$ cat config.mk
export PLATFORM = sky130hd
export DESIGN_NAME = mp_icache_ctrl_sequencer
export DESIGN_NICKNAME = d
export VERILOG_FILES = /design/src/rtl/mp_icache_ctrl_sequencer.sv
export SDC_FILE = /design/constraint.sdc
export NUM_CORES = 1
export LEC_CHECK = 0
export ABC_AREA = 1
export CORE_MARGIN = 2
export CORE_UTILIZATION = 34
export DETAILED_ROUTE_END_ITERATION = 10
export GPL_TIMING_DRIVEN = 0
export HOLD_SLACK_MARGIN = 0.1
export PLACE_DENSITY = 0.9
export SETUP_SLACK_MARGIN = 0.2
export SYNTH_ARGS = -nofsm -noshare
export SYNTH_HDL_FRONTEND = slang
export SYNTH_HIERARCHICAL = 1
export SYNTH_SLANG_ARGS = --single-unit
$ cat constraint.sdc
create_clock -name clk_i -period 1.76 [get_ports clk_i]
set_input_delay 0.352 -clock clk_i [delete_from_list [all_inputs] [get_ports clk_i]]
set_output_delay 0.352 -clock clk_i [all_outputs]
set_load 0.01 [all_outputs]
$ cat src/rtl/mp_icache_ctrl_sequencer.sv
// Multi-bank icache control sequencer: enable/disable/flush handshake over a bank mask
// with drain on disable. Per-bank perf counters are built only with ICACHE_CTRL_PERF_CNT_EN.

module mp_icache_ctrl_bank_cnt #(
    parameter int CNT_WIDTH = 32
) (
    input  logic                 clk_i,
    input  logic                 rst_ni,
    input  logic                 clr,
    input  logic                 en,
    input  logic                 hit_evt,
    input  logic                 trans_evt,
    input  logic                 miss_evt,
    output logic [CNT_WIDTH-1:0] hit_cnt,
    output logic [CNT_WIDTH-1:0] trans_cnt,
    output logic [CNT_WIDTH-1:0] miss_cnt
);
    function automatic logic [CNT_WIDTH-1:0] bump(input logic [CNT_WIDTH-1:0] c, input logic ev);
        return (ev && c != '1) ? c + 1'b1 : c;
    endfunction

    // clear has priority over a coincident event
    always_ff @(posedge clk_i) begin
        if (!rst_ni || clr) begin
            hit_cnt   <= '0;
            trans_cnt <= '0;
            miss_cnt  <= '0;
        end else if (en) begin
            hit_cnt   <= bump(hit_cnt, hit_evt);
            trans_cnt <= bump(trans_cnt, trans_evt);
            miss_cnt  <= bump(miss_cnt, miss_evt);
        end
    end
endmodule

module mp_icache_ctrl_sequencer #(
    parameter int  NB_BANKS  = 4,
    parameter int  CNT_WIDTH = 32,
    localparam int BW        = (NB_BANKS > 1) ? $clog2(NB_BANKS) : 1
) (
    input  logic                 clk_i,
    input  logic                 rst_ni,
    input  logic                 cmd_valid_i,
    output logic                 cmd_ready_o,
    input  logic [1:0]           cmd_op_i,
    input  logic [NB_BANKS-1:0]  cmd_mask_i,
    output logic                 done_o,
    output logic [NB_BANKS-1:0]  req_enable_o,
    output logic [NB_BANKS-1:0]  req_disable_o,
    output logic [NB_BANKS-1:0]  flush_req_o,
    input  logic [NB_BANKS-1:0]  ack_enable_i,
    input  logic [NB_BANKS-1:0]  ack_disable_i,
    input  logic [NB_BANKS-1:0]  flush_ack_i,
    input  logic [NB_BANKS-1:0]  pending_trans_i,
    output logic [NB_BANKS-1:0]  enabled_o,
    input  logic                 cnt_enable_i,
    input  logic [NB_BANKS-1:0]  hit_evt_i,
    input  logic [NB_BANKS-1:0]  trans_evt_i,
    input  logic [NB_BANKS-1:0]  miss_evt_i,
    input  logic [BW-1:0]        cnt_bank_i,
    input  logic [1:0]           cnt_sel_i,
    output logic [CNT_WIDTH-1:0] cnt_rdata_o
);
    typedef enum logic [1:0] {OP_EN = 2'd0, OP_DIS = 2'd1, OP_FLUSH = 2'd2, OP_CLR = 2'd3} op_t;
    typedef enum logic [1:0] {IDLE, REQ, DRAIN, DONE} state_t;

    state_t              state, state_nxt;
    logic [1:0]          op;
    logic [NB_BANKS-1:0] mask, acked, enabled;
    logic [NB_BANKS-1:0] req_vec, ack_vec, ack_hit;
    logic                accept, all_acked;

    assign accept    = cmd_valid_i && (state == IDLE);
    assign req_vec   = (state == REQ) ? (mask & ~acked) : '0;
    assign ack_hit   = req_vec & ack_vec;
    assign all_acked = ((acked | ack_hit) & mask) == mask;
    assign enabled_o = enabled;

    always_comb begin
        ack_vec = '0;
        case (op)
            OP_EN:    ack_vec = ack_enable_i;
            OP_DIS:   ack_vec = ack_disable_i;
            OP_FLUSH: ack_vec = flush_ack_i;
            default:  ack_vec = '0;
        endcase
    end

    always_ff @(posedge clk_i) begin
        if (!rst_ni) state <= IDLE;
        else         state <= state_nxt;
    end

    always_comb begin
        state_nxt = state;
        case (state)
            IDLE:  if (accept)
                       state_nxt = (cmd_op_i == OP_CLR || cmd_mask_i == '0) ? DONE : REQ;
            REQ:   if (all_acked) state_nxt = (op == OP_DIS) ? DRAIN : DONE;
            DRAIN: if ((pending_trans_i & mask) == '0) state_nxt = DONE;
            DONE:  state_nxt = IDLE;
            default: state_nxt = IDLE;
        endcase
    end

    always_comb begin
        cmd_ready_o   = (state == IDLE);
        done_o        = (state == DONE);
        req_enable_o  = (op == OP_EN)    ? req_vec : '0;
        req_disable_o = (op == OP_DIS)   ? req_vec : '0;
        flush_req_o   = (op == OP_FLUSH) ? req_vec : '0;
    end

    // ack_hit is only non-zero in REQ, so enabled tracks accepted acks only
    always_ff @(posedge clk_i) begin
        if (!rst_ni) begin
            op      <= '0;
            mask    <= '0;
            acked   <= '0;
            enabled <= '0;
        end else begin
            if (accept) begin
                op    <= cmd_op_i;
                mask  <= cmd_mask_i;
                acked <= '0;
            end else begin
                acked <= acked | ack_hit;
            end
            if (op == OP_EN)       enabled <= enabled | ack_hit;
            else if (op == OP_DIS) enabled <= enabled & ~ack_hit;
        end
    end

`ifdef ICACHE_CTRL_PERF_CNT_EN
    logic [NB_BANKS-1:0]                 cnt_clr;
    logic [NB_BANKS-1:0][CNT_WIDTH-1:0]  hit_cnt, trans_cnt, miss_cnt;
    logic [2**BW-1:0][CNT_WIDTH-1:0]     rd_tab;

    assign cnt_clr = (accept && cmd_op_i == OP_CLR) ? cmd_mask_i : '0;

    // read table padded to 2**BW so out-of-range bank selects read 0
    for (genvar b = 0; b < 2**BW; b++) begin : g_bank
        if (b < NB_BANKS) begin : g_cnt
            logic [CNT_WIDTH-1:0] sel_cnt;
            mp_icache_ctrl_bank_cnt #(.CNT_WIDTH(CNT_WIDTH)) u_cnt (
                .clk_i     (clk_i),
                .rst_ni    (rst_ni),
                .clr       (cnt_clr[b]),
                .en        (cnt_enable_i),
                .hit_evt   (hit_evt_i[b]),
                .trans_evt (trans_evt_i[b]),
                .miss_evt  (miss_evt_i[b]),
                .hit_cnt   (hit_cnt[b]),
                .trans_cnt (trans_cnt[b]),
                .miss_cnt  (miss_cnt[b])
            );
            always_comb begin
                sel_cnt = '0;
                case (cnt_sel_i)
                    2'd0:    sel_cnt = hit_cnt[b];
                    2'd1:    sel_cnt = trans_cnt[b];
                    2'd2:    sel_cnt = miss_cnt[b];
                    default: sel_cnt = '0;
                endcase
            end
            assign rd_tab[b] = sel_cnt;
        end else begin : g_pad
            assign rd_tab[b] = '0;
        end
    end

    assign cnt_rdata_o = rd_tab[cnt_bank_i];
`else
    logic unused_cnt;
    assign unused_cnt  = ^{cnt_enable_i, hit_evt_i, trans_evt_i, miss_evt_i, cnt_bank_i, cnt_sel_i};
    assign cnt_rdata_o = '0;
`endif
endmodule

==> impl_metrics.env, run 1 <==
export IMPL_nets=317
export IMPL_grt_pass1_vias=1221
export IMPL_numCtsBuffers=3
export IMPL_cts_hold_buf=0
export IMPL_dpl_cell_area_um2=1800
export IMPL_grt_max_degree=11
export IMPL_post_drt_wl_per_cell_um=10.3
export IMPL_gr_usage_met1_pct=18.6
export IMPL_critPathCaptureType="primary output"
export IMPL_vias=1318
export IMPL_io_buffers=41
export IMPL_use_met2_pct=28.6
export IMPL_p_sw_uw=820
export IMPL_worstReg2RegEnd="state[0]$_SDFFE_PN0P_"
export IMPL_grt_busiest_layer="met2"
export IMPL_p_comb_share_pct=63.0
export IMPL_cp_arrival_ns=1.39
export IMPL_first_pass_iters=4
export IMPL_finalHoldViolations=0
export IMPL_grt_pass1_wl_um=5150
export IMPL_cts_tree="built"
export IMPL_timing_final_crit_share_pct=99.0
export IMPL_finalNonFillerCells=315
export IMPL_pwr_density_cell_nw_per_um2=903
export IMPL_drtAntennaViolNets=0
export IMPL_grt_util_all_layers_pct=15.7
export IMPL_cap_violations=0
export IMPL_ys_ff_latch=16
export IMPL_status="completed"
export IMPL_worstSetupPathType="flop to primary output"
export IMPL_dieArea_um2=4060
export IMPL_p_seq_share_pct=27.0
export IMPL_start_kind="flop"
export IMPL_vias_per_cell=4.18
export IMPL_synth_cell_types=24
export IMPL_rsz0062_at_grt="yes"
export IMPL_gp_congestion=0.792
export IMPL_cts_sinks=16
export IMPL_cts_buffer_depth=2
export IMPL_crit_required_ns=1.41
export IMPL_maxSlewViolCount=0
export IMPL_fin_hold_ws_ns=0.358
export IMPL_synth_warnings=6
export IMPL_ios=92
export IMPL_clk_pin_slew_ns=0.09
export IMPL_synthCells=177
export IMPL_final_area_um2=2070
export IMPL_synth_area_um2=1210
export IMPL_die_h_um=63.7
export IMPL_min_period_ns=1.74
export IMPL_htree_levels=1
export IMPL_antennaDiodeCount=0
export IMPL_drive_gt1_share_pct=43.1
export IMPL_setup_slack_ns=0.0172
export IMPL_place_inst=295
export IMPL_pre_cts_slack_ns=-0.379
export IMPL_reg2regPathDepth=15
export IMPL_cts_root_buf="clkbuf_4"
export IMPL_core_area_um2=3390
export IMPL_holdPathStages=3
export IMPL_finalSetupViolCount=0
export IMPL_reg2reg_slack_ns=0.06
export IMPL_min_to="state[1]$_SDFFE_PN0P_"
export IMPL_start_util_pct=35.8
export IMPL_min_from="rst_ni"
export IMPL_die_w_um=63.7
export IMPL_syn_area_per_cell_um2=6.85
export IMPL_finClkSkew_ns=0.00714
export IMPL_grt_ovfl_total=0
export IMPL_max_freq_mhz=574
export IMPL_irDropWorstVdd_mv=0.675
export IMPL_path_max_fanout=3
export IMPL_p_int_uw=1050
export IMPL_yosysSeqAreaShare_pct=26.4
export IMPL_antenna_found_initial=0
export IMPL_syn2layout_area_growth_pct=70.8
export IMPL_swShare_pct=43.9
export IMPL_p_leak_uw=0.00103
export IMPL_power_share_clock_pct=10.0
export IMPL_row_count=21
export IMPL_clk_latency_ns=0.28
export IMPL_r2r_start="state[1]$_SDFFE_PN0P_"
export IMPL_drtIter0Drc=26
export IMPL_drt_wl_total_um=3250
export IMPL_dp_hpwl_um=2410
export IMPL_route_detailed_drc=0
export IMPL_use_met3_pct=3.57
export IMPL_hold_path_class="input pin to flop"
-- how the worst max path moves through the flow --
stage | endpoint | depth (start not counted) | from | slack, ns
after global routing | flush_req_o[2] | 7 | state[1]$_SDFFE_PN0P_ | -0.08
after CTS | req_enable_o[0] | 7 | state[1]$_SDFFE_PN0P_ | -0.02
after floorplan | req_enable_o[3] | 5 | state[0]$_SDFFE_PN0P_ | 0.25
after global placement | req_enable_o[3] | 6 | state[0]$_SDFFE_PN0P_ | -0.33
final | req_enable_o[0] | 7 | state[1]$_SDFFE_PN0P_ | 0.02
after detailed placement | req_enable_o[3] | 6 | state[0]$_SDFFE_PN0P_ | -0.38
-- routing by layer --
layer | part of all wire (%) | vias up
met5 | 0 | -
met4 | 0.31 | 0
met3 | 8.6 | 2
met2 | 48 | 55
met1 | 43 | 573
li1 | - | 688
-- stage by stage --
stage	setup TNS, ns	utilization (%)	power, µW
finish	0	61.1	1870
global route	-0.559	61.1	2020
CTS	-0.0560	59.0	1780
detailed placement	-3.26	53.0	1320
global placement	-2.83	53.0	1300
floorplan	0	-	1070
-- cells in the mapped netlist, drive strengths merged --
| master | count | area [µm²] |
|---|---|---|
| conb | 1 | 3.75 |
| nor2 | 20 | 80.1 |
| nor3 | 3 | 25.0 |
| nand2 | 29 | 119 |
| o21ai | 12 | 60.1 |
| nand4 | 1 | 6.26 |
| a31oi | 1 | 6.26 |
| dfxtp | 16 | 320 |
| inv | 22 | 82.6 |
| a21oi | 17 | 96.4 |
| o22ai | 1 | 6.26 |
| ha | 4 | 50.1 |
| buf | 34 | 256 |
| nand3 | 14 | 90.1 |
| nor4 | 1 | 6.26 |
| clkbuf | 1 | 3.75 |
-- power by group through the flow --
stage	clock network, µW	registers (µW)	logic [µW]
6_report	188	504	1180
5_1_grt	214	513	1290
4_1_cts	192	505	1080
3_5_place_dp	0	495	828
3_3_place_gp	0	490	809
2_1_floorplan	0	485	589
-- cells by family (layout without fill, tap and decap cells) --
family	Yosys count	count (layout)	synth area share [%]
other	1	32	0.309
DFF	16	16	26.4
AOI/OAI and AO/OA	31	31	13.9
buffers and inverters	57	118	28.3
and+or+nand+nor	68	68	26.9
adders and majority gates	4	4	4.13
-- layout make-up --
cell class                 count  area [µm²]
inverter                      22        87.6
timing repair buffer          58         513
buffer                        35         262
tap                           46        57.6
fill                         309        1320
multi-input combinational    135         800
sequential                    16         329
clock buffer                   3        22.5
-- worst max-delay path, cell delays in order (launching register included) --
cell,delay [ns]
dfxtp_2,0.33
inv_2,0.07
ha_4,0.17
inv_6,0.05
nor3_4,0.15
inv_2,0.09
nor2_2,0.11
buf_2,0.14
-- cell usage in the layout, fill, tap and decap left out, drive strengths merged, types with 4 or more instances in the layout --
cell	instances
inv	22
nand2	29
clkbuf	5
nor2	20
a21oi	17
buf	61
nand3	14
ha	4
o21ai	12
dfxtp	16
clkdlybuf4s50	25
conb	32
-- what timing repair did --
| action | 4_1_cts | 5_1_grt |
|---|---|---|
| buffers inserted | 13 | 4 |
| resized for setup | 87 | 22 |
| endpoints found under the setup margin | 21 | 24 |
| pin swaps | 10 | 15 |
No activity file was read; power rests on OpenSTA's default activity.
==> inputs of run 2 (changes only) <==
--- a/config.mk
+++ b/config.mk
@@ -7,11 +7,11 @@
 export LEC_CHECK = 0
 export ABC_AREA = 1
 export CORE_MARGIN = 2
-export CORE_UTILIZATION = 34
+export CORE_UTILIZATION = 30
 export DETAILED_ROUTE_END_ITERATION = 10
 export GPL_TIMING_DRIVEN = 0
 export HOLD_SLACK_MARGIN = 0.1
-export PLACE_DENSITY = 0.9
+export PLACE_DENSITY = 0.85
 export SETUP_SLACK_MARGIN = 0.2
 export SYNTH_ARGS = -nofsm -noshare
 export SYNTH_HDL_FRONTEND = slang
==> constraint.sdc (replaced) <==
create_clock -name clk_i -period 1.4 [get_ports clk_i]
set_input_delay 0.28 -clock clk_i [delete_from_list [all_inputs] [get_ports clk_i]]
set_output_delay 0.28 -clock clk_i [all_outputs]
set_load 0.01 [all_outputs]
==> run 2 against run 1 <==
Utilization down 3.7 points. Die area rose by 12%. Cell count rose by 2.5%. Sequential power rose by 26%. Clock power up 130%. Flip-flop and latch count unchanged. Routed wire length grew 15%. Design area up 9.2%. Via count grew 2.9%. Global-route usage hardly changed. The run now ends with setup timing left. Highest routed layer unchanged. Largest cell class unchanged.
==> impl_metrics.env, run 2 (synthesis results as in run 1) <==
export IMPL_crit_required_ns=1.12
export IMPL_cts_tree="built"
export IMPL_worstReg2RegEnd="state[0]$_SDFFE_PN0P_"
export IMPL_drtAntennaViolNets=0
export IMPL_critPathCaptureType="primary output"
export IMPL_finClkSkew_ns=0.00400
export IMPL_grt_max_degree=11
export IMPL_die_w_um=67.6
export IMPL_dieArea_um2=4570
export IMPL_gp_congestion=0.831
export IMPL_setup_slack_ns=-0.228
export IMPL_reg2regPathDepth=13
export IMPL_grt_pass1_vias=1252
export IMPL_clk_pin_slew_ns=0.07
export IMPL_max_freq_mhz=614
export IMPL_drtIter0Drc=24
export IMPL_pwr_density_cell_nw_per_um2=1290
export IMPL_clk_latency_ns=0.26
export IMPL_post_drt_wl_per_cell_um=11.6
export IMPL_finalSetupViolCount=14
export IMPL_holdPathStages=3
export IMPL_worstSetupPathType="flop to primary output"
export IMPL_htree_levels=1
export IMPL_grt_util_all_layers_pct=15.6
export IMPL_io_buffers=41
export IMPL_layout_commonest_cell="buf_4"
export IMPL_row_count=23
export IMPL_status="finished with violations"
export IMPL_final_cell_mix="buf_4, conb_1, clkdlybuf4s50_1, nand2_1, buf_6"
export IMPL_start_util_pct=30.8
export IMPL_first_pass_iters=4
export IMPL_hold_path_class="input pin to flop"
export IMPL_irDropWorstVdd_mv=0.892
export IMPL_numCtsBuffers=3
export IMPL_vias_per_cell=4.20
export IMPL_min_from="rst_ni"
export IMPL_core_area_um2=3940
export IMPL_final_core_util_pct=57.3
export IMPL_cts_buffer_depth=2
export IMPL_p_leak_uw=0.00107
export IMPL_drive_gt1_share_pct=50.9
export IMPL_die_h_um=67.6
export IMPL_dp_hpwl_um=2530
export IMPL_violations="setup timing"
export IMPL_finalHoldViolations=0
export IMPL_final_area_um2=2260
export IMPL_cp_arrival_ns=1.35
export IMPL_reg2reg_slack_ns=-0.20
export IMPL_cts_root_buf="clkbuf_8"
export IMPL_min_to="op[0]$_SDFFE_PN0P_"
export IMPL_grt_pass1_wl_um=5310
export IMPL_route_detailed_drc=0
export IMPL_grt_ovfl_total=0
export IMPL_start_kind="flop"
export IMPL_rsz0062_at_grt="yes"
export IMPL_antennaDiodeCount=0
export IMPL_vias=1356
export IMPL_drt_wl_total_um=3740
export IMPL_fillers=364
export IMPL_syn2layout_area_growth_pct=86.5
export IMPL_cap_violations=0
export IMPL_antenna_found_initial=0
export IMPL_ios=92
export IMPL_r2r_start="op[1]$_SDFFE_PN0P_"
export IMPL_fin_hold_ws_ns=0.360
export IMPL_min_period_ns=1.63
export IMPL_startpoint="op[1]$_SDFFE_PN0P_"
export IMPL_nets=320
export IMPL_maxSlewViolCount=0
export IMPL_cts_sinks=16
export IMPL_cts_hold_buf=0
export IMPL_path_max_fanout=4
export IMPL_timing_final_crit_share_pct=116
export IMPL_dpl_cell_area_um2=1860
run 2: what timing repair did:
item                       4_1_cts  5_1_grt
pin swaps                        8       13
buffers inserted                13        6
cloned                           1        0
setup endpoints to repair       34       29
gates resized for setup         94       46
run 2: how the worst max path moves through the flow:
stage | cells past startpoint | slack [ns] | to
after CTS | 7 | -0.26 | req_enable_o[0]
after detailed placement | 7 | -0.49 | req_enable_o[2]
after global routing | 13 | -0.30 | state[0]$_SDFFE_PN0P_
after global placement | 7 | -0.46 | req_enable_o[2]
after floorplan | 11 | 0.09 | state[0]$_SDFFE_PN0P_
final | 6 | -0.23 | req_enable_o[2]
run 2: final cells by class:
type                       count  area [µm²]  area share, %
buffer                        35         272           12.0
tap                           50        62.6           2.77
clock buffer                   4        55.1           2.43
timing repair buffer          61         549           24.3
multi-input combinational    135         897           39.7
inverter                      22        95.1           4.21
sequential                    16         330           14.6
run 2: per-stage QoR:
step           power [µW]  setup TNS (ns)  worst slack [ns]  instances
6_report             2910           -2.70            -0.228        323
5_1_grt              3090           -3.92            -0.296        323
4_1_cts              2550           -2.84            -0.256        317
3_5_place_dp         1760           -5.82            -0.487        299
3_3_place_gp         1740           -5.60            -0.459        299
2_1_floorplan        1440               0            0.0873        208
run 2: per-layer routing:
| metal | wire, µm | track usage [%] | part of all wire, % | vias to the layer above |
|---|---|---|---|---|
| met2 | 1800 | 28.2 | 48 | 69 |
| met4 | 94 | 7.65 | 2.5 | 0 |
| met3 | 396 | 5.17 | 11 | 11 |
| met5 | 0 | 0 | 0 | - |
| li1 | - | - | - | 695 |
| met1 | 1440 | 16.1 | 39 | 581 |
run 2: critical path, stage by stage, from the launching register on:
cell	delay, ns
dfxtp_2	0.32
buf_6	0.12
buf_6	0.11
nor2_4	0.18
inv_4	0.09
nor2_2	0.12
buf_2	0.14
run 2: report_power, final:
group	internal [µW]	switching, µW	total, µW
combinational	875	978	1850
clock	250	175	425
sequential	556	77.7	634
total	1680	1230	2910
==> inputs of run 3 (changes only) <==
--- a/config.mk
+++ b/config.mk
@@ -6,12 +6,14 @@
 export NUM_CORES = 1
 export LEC_CHECK = 0
 export ABC_AREA = 1
+export CELL_PAD_IN_SITES_DETAIL_PLACEMENT = 0
+export CELL_PAD_IN_SITES_GLOBAL_PLACEMENT = 2
 export CORE_MARGIN = 2
-export CORE_UTILIZATION = 30
+export CORE_UTILIZATION = 14
 export DETAILED_ROUTE_END_ITERATION = 10
 export GPL_TIMING_DRIVEN = 0
 export HOLD_SLACK_MARGIN = 0.1
-export PLACE_DENSITY = 0.85
+export PLACE_DENSITY = 0.84
 export SETUP_SLACK_MARGIN = 0.2
 export SYNTH_ARGS = -nofsm -noshare
 export SYNTH_HDL_FRONTEND = slang
==> run 3 against run 2 <==
The run still ends with setup timing left. Combinational power is 4% lower. Clock power is essentially flat. Highest routed layer unchanged. Total power is 2.6% lower. Sequential share of layout area shrank 0.55 points. Global-route usage decreased by 7.6 points. First-iteration DRC count grew 29%. Clock skew shrank 0.0034 ns. Non-clock buffer count is 1 higher. Via count decreased by 1.3%. Largest cell class unchanged. Design area up 2.8%.
==> impl_metrics.env, run 3 (synthesis results as in run 1) <==
export IMPL_reg2reg_slack_ns=-0.15
export IMPL_p_total_uw=2840
export IMPL_crit_required_ns=1.12
export IMPL_grt_util_all_layers_pct=8.05
export IMPL_cp_arrival_ns=1.34
export IMPL_vias_per_cell=3.53
export IMPL_grt_pass1_vias=1209
export IMPL_layout_commonest_cell="buf_4"
export IMPL_irDropWorstVdd_mv=0.411
export IMPL_drive_gt1_share_pct=51.1
export IMPL_start_util_pct=14.6
export IMPL_final_core_util_pct=28.0
export IMPL_post_drt_wl_per_cell_um=10.3
export IMPL_path_max_fanout=3
export IMPL_reg2regPathDepth=11
export IMPL_status="finished with violations"
export IMPL_gp_congestion=0.734
export IMPL_syn2layout_area_growth_pct=91.6
export IMPL_multi_input_area_um2=910
export IMPL_r2r_start="state[1]$_SDFFE_PN0P_"
export IMPL_hold_path_class="input pin to flop"
export IMPL_holdPathStages=3
export IMPL_core_area_um2=8300
export IMPL_min_to="op[0]$_SDFFE_PN0P_"
export IMPL_p_int_uw=1630
export IMPL_dieArea_um2=9420
export IMPL_die_h_um=97.1
export IMPL_start_kind="flop"
export IMPL_power_share_clock_pct=15.0
export IMPL_finClkSkew_ns=0.000647
export IMPL_cts_sinks=16
export IMPL_vias=1338
export IMPL_p_comb_share_pct=62.8
export IMPL_antenna_found_initial=0
export IMPL_pwr_density_cell_nw_per_um2=1220
export IMPL_grt_pass1_wl_um=6080
export IMPL_route_detailed_drc=0
export IMPL_fillers=927
export IMPL_grt_max_degree=11
export IMPL_violations="setup timing"
export IMPL_pre_cts_slack_ns=-0.521
export IMPL_clk_latency_ns=0.25
export IMPL_dp_hpwl_um=2950
export IMPL_numCtsBuffers=3
export IMPL_critPathCaptureType="primary output"
export IMPL_cts_buffer_depth=2
export IMPL_p_seq_share_pct=22.2
export IMPL_antennaDiodeCount=0
export IMPL_worstSetupPathType="flop to primary output"
export IMPL_seqCellArea_um2=327
export IMPL_row_count=33
export IMPL_p_leak_uw=0.00109
export IMPL_clk_pin_slew_ns=0.07
export IMPL_cts_hold_buf=0
export IMPL_first_pass_iters=4
export IMPL_drt_wl_total_um=3910
export IMPL_fin_hold_ws_ns=0.393
export IMPL_grt_ovfl_total=0
export IMPL_cts_root_buf="clkbuf_8"
export IMPL_maxSlewViolCount=0
export IMPL_max_freq_mhz=618
export IMPL_p_sw_uw=1210
export IMPL_final_cell_mix="buf_4, conb_1, clkdlybuf4s50_1, nand2_1, dfxtp_1"
export IMPL_nets=321
export IMPL_min_period_ns=1.62
export IMPL_drtAntennaViolNets=0
export IMPL_rsz0062_at_grt="yes"
export IMPL_die_w_um=97.1
export IMPL_finalHoldViolations=0
export IMPL_cap_violations=0
export IMPL_swShare_pct=42.5
export IMPL_timing_final_crit_share_pct=116
export IMPL_cts_tree="built"
export IMPL_htree_levels=1
export IMPL_finalSetupViolCount=16
export IMPL_ios=92
export IMPL_io_buffers=41
export IMPL_drtIter0Drc=31
export IMPL_setup_slack_ns=-0.217
export IMPL_min_from="rst_ni"
-- run 3: changes by cell type in the layout (fill, tap and decap cells not counted), sizes merged --
cell,before,now
buf,68,70
clkbuf,4,5
clkdlybuf4s15,1,0
dlygate4sd2,4,3
-- run 3: power groups by stage --
stage               logic, µW  clock network [µW]  registers, µW
CTS                      1510                 431            625
global placement         1130                   0            635
finish                   1780                 425            629
floorplan                 817                   0            624
global route             1960                 463            640
detailed placement       1140                   0            638
-- run 3: worst max-delay path by stage --
| stage | start | end | slack, ns | cells after the start |
|---|---|---|---|---|
| final | state[1]$_SDFFE_PN0P_ | req_enable_o[0] | -0.22 | 7 |
| after global routing | state[1]$_SDFFE_PN0P_ | req_enable_o[0] | -0.28 | 7 |
| after CTS | state[1]$_SDFFE_PN0P_ | req_enable_o[0] | -0.29 | 7 |
| after detailed placement | state[1]$_SDFFE_PN0P_ | req_enable_o[0] | -0.52 | 7 |
| after global placement | state[1]$_SDFFE_PN0P_ | req_enable_o[2] | -0.50 | 7 |
| after floorplan | state[1]$_SDFFE_PN0P_ | state[0]$_SDFFE_PN0P_ | 0.09 | 11 |
-- run 3: critical path: stages (launching register included) --
cell and delay [ns]:
dfxtp_2 0.33, inv_2 0.07, ha_4 0.15, inv_4 0.06, nor3_4 0.15, inv_2 0.08
nor2_2 0.09, buf_2 0.15
-- run 3: layer usage --
metal | wire [µm] | global-route usage, %
met1 | 1880 | 10.9
met2 | 1660 | 12.3
met3 | 331 | 3.02
met4 | 35 | 1.63
met5 | 0 | 0
-- run 3: stage by stage --
| stage | area (µm²) | std cells | TNS, ns |
|---|---|---|---|
| finish | 2320 | 379 | -2.49 |
| global route | 2320 | 379 | -3.72 |
| CTS | 2150 | 371 | -2.62 |
| detailed placement | 1930 | 354 | -6.35 |
| global placement | 1930 | 354 | -6.03 |
| floorplan | 1390 | 208 | 0 |
-- run 3: final cells by class --
type	count	area share (%)
timing repair buffer	62	23.1
tap	105	5.65
inverter	22	3.98
multi-input combinational	135	39.1
sequential	16	14.1
buffer	35	11.7
clock buffer	4	2.37
-- run 3: what timing repair did --
action                     4_1_cts  5_1_grt
gates cloned                     1        0
gates resized for setup        105       35
pin swaps                       13        8
setup endpoints to repair       34       31
buffers inserted                12        8
